## config.mk

```make
export PLATFORM = sky130hd
export DESIGN_NAME = mips_multi_ctrl
export DESIGN_NICKNAME = d
export VERILOG_FILES = /design/src/rtl/mips_multi_ctrl.sv
export SDC_FILE = /design/constraint.sdc
export NUM_CORES = 1
export LEC_CHECK = 0
export CORE_UTILIZATION = 47
export CTS_CLUSTER_SIZE = 16
export DETAILED_ROUTE_END_ITERATION = 8
export GPL_TIMING_DRIVEN = 0
export HOLD_SLACK_MARGIN = 0.15
export PLACE_DENSITY_LB_ADDON = 0.15
export REMOVE_ABC_BUFFERS = 1
export SLEW_MARGIN = 30
export SYNTH_ARGS = -nofsm -noshare
export SYNTH_HDL_FRONTEND = slang
export SYNTH_SLANG_ARGS = --single-unit
```

## constraint.sdc

```tcl
create_clock -name clk -period 4.5 [get_ports clk]
set_input_delay 1.35 -clock clk [delete_from_list [all_inputs] [get_ports clk]]
set_output_delay 1.35 -clock clk [all_outputs]
set_load 0.02 [all_outputs]
```

## src/rtl/mips_multi_ctrl.sv

```systemverilog
// mips_multi_ctrl: multi-cycle main control FSM for the MIPS core.
//
// Sequences a shared-ALU, single-memory datapath through fetch, decode,
// execute, memory and write-back steps. It handles R-type, LW, SW, BEQ, J,
// ADDIU and BGTZ. The FETCH, MEM_RD and MEM_WR steps wait on a
// variable-latency memory through mem_ready.
//
// Ports:
//   clk, rst        - clock (rising edge), asynchronous active-high reset
//   opcode          - instr[31:26] from the instruction register
//   mem_ready       - memory completes the current access this cycle
//   alu_zero, a_gtz - branch conditions for BEQ and BGTZ
//   pc_en, i_or_d, mem_read, mem_write, ir_write, mdr_write,
//   reg_dst, mem_to_reg, reg_write, alu_src_a, alu_src_b, alu_op,
//   pc_source       - datapath controls (combinational from state and inputs)
//   state           - current state, for debug
//   illegal         - one-cycle pulse when DECODE sees an unsupported opcode
//   retired         - count of completed instructions, wraps modulo 2^32
module mips_multi_ctrl (
  input  logic        clk,
  input  logic        rst,
  input  logic [5:0]  opcode,
  input  logic        mem_ready,
  input  logic        alu_zero,
  input  logic        a_gtz,
  output logic        pc_en,
  output logic        i_or_d,
  output logic        mem_read,
  output logic        mem_write,
  output logic        ir_write,
  output logic        mdr_write,
  output logic        reg_dst,
  output logic        mem_to_reg,
  output logic        reg_write,
  output logic        alu_src_a,
  output logic [1:0]  alu_src_b,
  output logic [1:0]  alu_op,
  output logic [1:0]  pc_source,
  output logic [3:0]  state,
  output logic        illegal,
  output logic [31:0] retired
);

  typedef enum logic [3:0] {
    S_FETCH    = 4'd0,
    S_DECODE   = 4'd1,
    S_MEM_ADDR = 4'd2,
    S_MEM_RD   = 4'd3,
    S_MEM_WB   = 4'd4,
    S_MEM_WR   = 4'd5,
    S_R_EXEC   = 4'd6,
    S_R_WB     = 4'd7,
    S_BEQ      = 4'd8,
    S_JUMP     = 4'd9,
    S_I_EXEC   = 4'd10,
    S_I_WB     = 4'd11,
    S_BGTZ     = 4'd12
  } state_t;

  localparam logic [5:0] OP_RTYPE = 6'd0;
  localparam logic [5:0] OP_J     = 6'd2;
  localparam logic [5:0] OP_BEQ   = 6'd4;
  localparam logic [5:0] OP_BGTZ  = 6'd7;
  localparam logic [5:0] OP_ADDIU = 6'd9;
  localparam logic [5:0] OP_LW    = 6'd35;
  localparam logic [5:0] OP_SW    = 6'd43;

  state_t state_q;
  state_t state_d;
  logic   retire;

  assign state = state_q;

  always_ff @(posedge clk or posedge rst) begin
    if (rst) begin
      state_q <= S_FETCH;
      retired <= 32'd0;
    end else begin
      state_q <= state_d;
      if (retire) retired <= retired + 32'd1;
    end
  end

  // Outputs are gated by rst so that an aborted instruction cannot issue a
  // request or write while the reset is still held.
  always_comb begin
    state_d    = S_FETCH;
    retire     = 1'b0;
    pc_en      = 1'b0;
    i_or_d     = 1'b0;
    mem_read   = 1'b0;
    mem_write  = 1'b0;
    ir_write   = 1'b0;
    mdr_write  = 1'b0;
    reg_dst    = 1'b0;
    mem_to_reg = 1'b0;
    reg_write  = 1'b0;
    alu_src_a  = 1'b0;
    alu_src_b  = 2'b00;
    alu_op     = 2'b00;
    pc_source  = 2'b00;
    illegal    = 1'b0;
    if (!rst) begin
      case (state_q)
        S_FETCH: begin
          mem_read  = 1'b1;
          alu_src_b = 2'b01;
          ir_write  = mem_ready;
          pc_en     = mem_ready;
          state_d   = mem_ready ? S_DECODE : S_FETCH;
        end
        S_DECODE: begin
          // Branch target PC + (imm << 2) is precomputed here into ALUOut.
          alu_src_b = 2'b11;
          case (opcode)
            OP_RTYPE:     state_d = S_R_EXEC;
            OP_LW, OP_SW: state_d = S_MEM_ADDR;
            OP_BEQ:       state_d = S_BEQ;
            OP_J:         state_d = S_JUMP;
            OP_ADDIU:     state_d = S_I_EXEC;
            OP_BGTZ:      state_d = S_BGTZ;
            default: begin
              state_d = S_FETCH;
              illegal = 1'b1;
            end
          endcase
        end
        S_MEM_ADDR: begin
          alu_src_a = 1'b1;
          alu_src_b = 2'b10;
          state_d   = (opcode == OP_SW) ? S_MEM_WR : S_MEM_RD;
        end
        S_MEM_RD: begin
          i_or_d    = 1'b1;
          mem_read  = 1'b1;
          mdr_write = mem_ready;
          state_d   = mem_ready ? S_MEM_WB : S_MEM_RD;
        end
        S_MEM_WB: begin
          reg_write  = 1'b1;
          mem_to_reg = 1'b1;
          retire     = 1'b1;
        end
        S_MEM_WR: begin
          i_or_d    = 1'b1;
          mem_write = 1'b1;
          retire    = mem_ready;
          state_d   = mem_ready ? S_FETCH : S_MEM_WR;
        end
        S_R_EXEC: begin
          alu_src_a = 1'b1;
          alu_op    = 2'b10;
          state_d   = S_R_WB;
        end
        S_R_WB: begin
          reg_write = 1'b1;
          reg_dst   = 1'b1;
          retire    = 1'b1;
        end
        S_I_EXEC: begin
          alu_src_a = 1'b1;
          alu_src_b = 2'b10;
          state_d   = S_I_WB;
        end
        S_I_WB: begin
          reg_write = 1'b1;
          retire    = 1'b1;
        end
        S_BEQ: begin
          alu_src_a = 1'b1;
          alu_op    = 2'b01;
          pc_source = 2'b01;
          pc_en     = alu_zero;
          retire    = 1'b1;
        end
        S_BGTZ: begin
          pc_source = 2'b01;
          pc_en     = a_gtz;
          retire    = 1'b1;
        end
        S_JUMP: begin
          pc_source = 2'b10;
          pc_en     = 1'b1;
          retire    = 1'b1;
        end
        default: state_d = S_FETCH;
      endcase
    end
  end

endmodule

```

==> results.md <==
* Largest net degree at the start of global routing at 32
* Clock-pin transition on the worst setup and hold timing paths at 0.07 ns
* Vias per cell at ~5.5
* Synthesized area at ~2100 um2
* Die Y at 69.3 um
* Met1 wire length at roughly 2100 um
* Status: finished clean
* Sw frac at 0.238
* Flop2flop setup slack at between 2 and 2.5 ns
* Die Width at roughly 69 um
* Most common cell after layout, fill and taps aside: clkdlybuf4s50_1
* Via count at around 1,900
* Slew HR at 0.460
* Area delta synth->final at 35.6%
* Hpwl dp at roughly 3300 um
* Worst VDD drop at between 0.1 and 0.15 mV
* Total CTS buffers at 5
* Hold Crit Endpoint: retired[31]
* Cell internal pwr at approximately 0.53 mW
* TritonRoute pass-1 iters at 4
* CTS Hold Bufs at 0
* Yosys warning count at 0
* Vias in the first global route at between 1,500 and 2,000
* Root buf cell: clkbuf_8
* RR Endpoint: retired[15]
* Drt wl/cell at roughly 13 um
* Initial antenna violation count at 0
* Number of enable flip-flop cells after synthesis at 0
* Worst Max-Slew Pin Slew at 0.810 ns
* CP startpoint kind: primary input
* Met2 wire length at 2170 um
* CTS tree: built
* Pwr dens at about 240 nW/um2
* Final Core Density at 0.664
* Starting DRT DRC Count at 110
* # port buffers at 63
* P_leak at 1.19 nW
* Hold Crit Class: register to register
* RSZ-0062 raised after global routing: no
* Ys async rst share at 1.00
* Diode count at 0
* Initial Util at 0.489
* Hold Crit Start: retired[31]
* R2R depth at 5
* Post-DP Area at about 2800 um2
* Highest metal used: met4
* Grt ovf at 0
* Clock share of power at 0.395
* DRC at 0
* Worst endpoint data arrival time at 3.00 ns
* Routability cong. at between 0.7 and 0.8
* Final Setup Violations at 0
* Post-Synthesis Cells at approximately 230
* Max-slew violations at 0
* First-pass GRT wire length at slightly below 8000 um
* CP required at 3.15 ns
* Comb power frac at 0.117
* Clk buf depth at 2
* CP max FO at 10
* Metal3 WL at 232 um
* Design Area, Final at between 2000 and 3000 um2
* Most used DFF post-synth: dfrtp_1
* Max-capacitance violation count at 0
* Clock insertion delay at the later pin of the skew report at ~0.28 ns
* Reg-to-reg startpoint: state[2]
* Fill cells at between 300 and 400
* Hold path cells at 1
* # IOs at 64
* Post-CTS Setup Inserts at 0
* Commonest non-fill, non-tap cells in the layout: clkdlybuf4s50_1 (55), dfrtp_1 (36), xnor2_1 (29)
* Sequential Power Share at 0.488
* Post-synthesis sequential area ratio at 0.423
* FF+latch count, synth at 36
* Avg Inst Size Synth at 9.43 um2
* Sink Count at 36
* Tot GR Track Use at 0.199
* FP Rows at 24
* Nets at roughly 300
* Cell variety after synth at 44
* Core ar. at between 4000 and 5000 um2
* Minimum clock period at approximately 4.3 ns
* Critical Path Sink Type: output port
* Layout cells sized above 1 at 0.0596
* Final Hold Fails at 0
* ANT nets after route at 0
* Tcrit/Tclk final at 0.966
* WS Path Type: primary input to output port
* Final clock skew at 0.00723 ns
* Die Footprint at just under 5000 um2
* Final wirelength at between 4000 and 5000 um
* NetSw at around 0.17 mW
* FMAX at 230 MHz
* # H-tree levels at 2
routing by layer:
| metal | GRT usage | vias up |
|---|---|---|
| met5 | 0 | - |
| met4 | 0.0612 | 0 |
| met3 | 0.0494 | 6 |
| met2 | 0.341 | 62 |
| met1 | 0.247 | 866 |
| li1 | - | 920 |
synth_stat cells, drive strengths merged, types with 4 or more instances:
master | instances | area share
dfrtp | 36 | 0.42
xnor2 | 29 | 0.12
nor2 | 25 | 0.044
nand3 | 17 | 0.040
nand4 | 13 | 0.038
nand2 | 10 | 0.018
nor3 | 10 | 0.026
buf | 9 | 0.024
a21oi | 8 | 0.019
and3 | 7 | 0.021
nand2b | 6 | 0.018
xor2 | 6 | 0.025
o21ai | 5 | 0.012
clkbuf | 4 | 0.0070
inv | 4 | 0.0070
nor2b | 4 | 0.015
nor3b | 4 | 0.019
nor4 | 4 | 0.026
power by group through the flow:
stage | registers [mW] | clock network, mW | logic, mW
2_1_floorplan | 0.351 | 0 | 0.0372
3_3_place_gp | 0.347 | 0 | 0.0815
3_5_place_dp | 0.347 | 0 | 0.0843
4_1_cts | 0.340 | 0.280 | 0.0830
5_1_grt | 0.342 | 0.299 | 0.0895
6_report | 0.340 | 0.275 | 0.0817
area by class of cell:
| cell class | count | area [um2] | area share |
|---|---|---|---|
| sequential | 36 | 901 | 0.312 |
| tap | 52 | 65.1 | 0.0225 |
| clock buffer | 6 | 72.6 | 0.0251 |
| multi-input combinational | 173 | 1150 | 0.398 |
| timing repair buffer | 64 | 652 | 0.226 |
| inverter | 4 | 15.0 | 0.00520 |
| clock inverter | 2 | 35.0 | 0.0121 |
state kept, by name, indices dropped and copies added (netlist names):
name	flops
retired	32
state	4
worst max-delay path, cell delays in order:
cell and delay [ns]:
dlygate4sd2_1 0.40, or2_2 0.43, nor3_1 0.19, clkdlybuf4s50_1 0.63
timing repair:
item,CTS,global route
hold endpoints to repair,0,0
endpoints found under the setup margin,12,2
resized for setup,5,3
cells by family after synthesis:
logic type | share of synthesized area
AND/OR/NAND/NOR | 0.309
adder cells (fa/ha/maj) | 0.00587
flip-flops | 0.423
buffers and inverters | 0.0382
XOR/XNOR | 0.144
multiplexers | 0.00528
AO/OA/AOI/OAI | 0.0746
per-stage QoR:
stage,cells,setup TNS (ns),setup slack [ns],hold WS (ns),power (mW)
2_1_floorplan,213,0,0.143,0.582,0.388
3_3_place_gp,328,-8.65,-1.26,0.462,0.428
3_5_place_dp,329,-2.32,-0.450,0.479,0.431
4_1_cts,337,0,0.0294,0.488,0.703
5_1_grt,337,0,0.00248,0.528,0.731
6_report,337,0,0.153,0.483,0.697
worst max path at each step:
stage,from,endpoint,slack [ns],depth (start not counted)
6_report,rst,alu_op[0],0.15,4
5_1_grt,rst,mdr_write,0.002,5
4_1_cts,opcode[2],illegal,0.03,7
3_5_place_dp,rst,ir_write,-0.45,5
3_3_place_gp,rst,mdr_write,-1.26,5
2_1_floorplan,rst,mdr_write,0.14,3
Note: power is estimated with default switching activity, not from simulation.
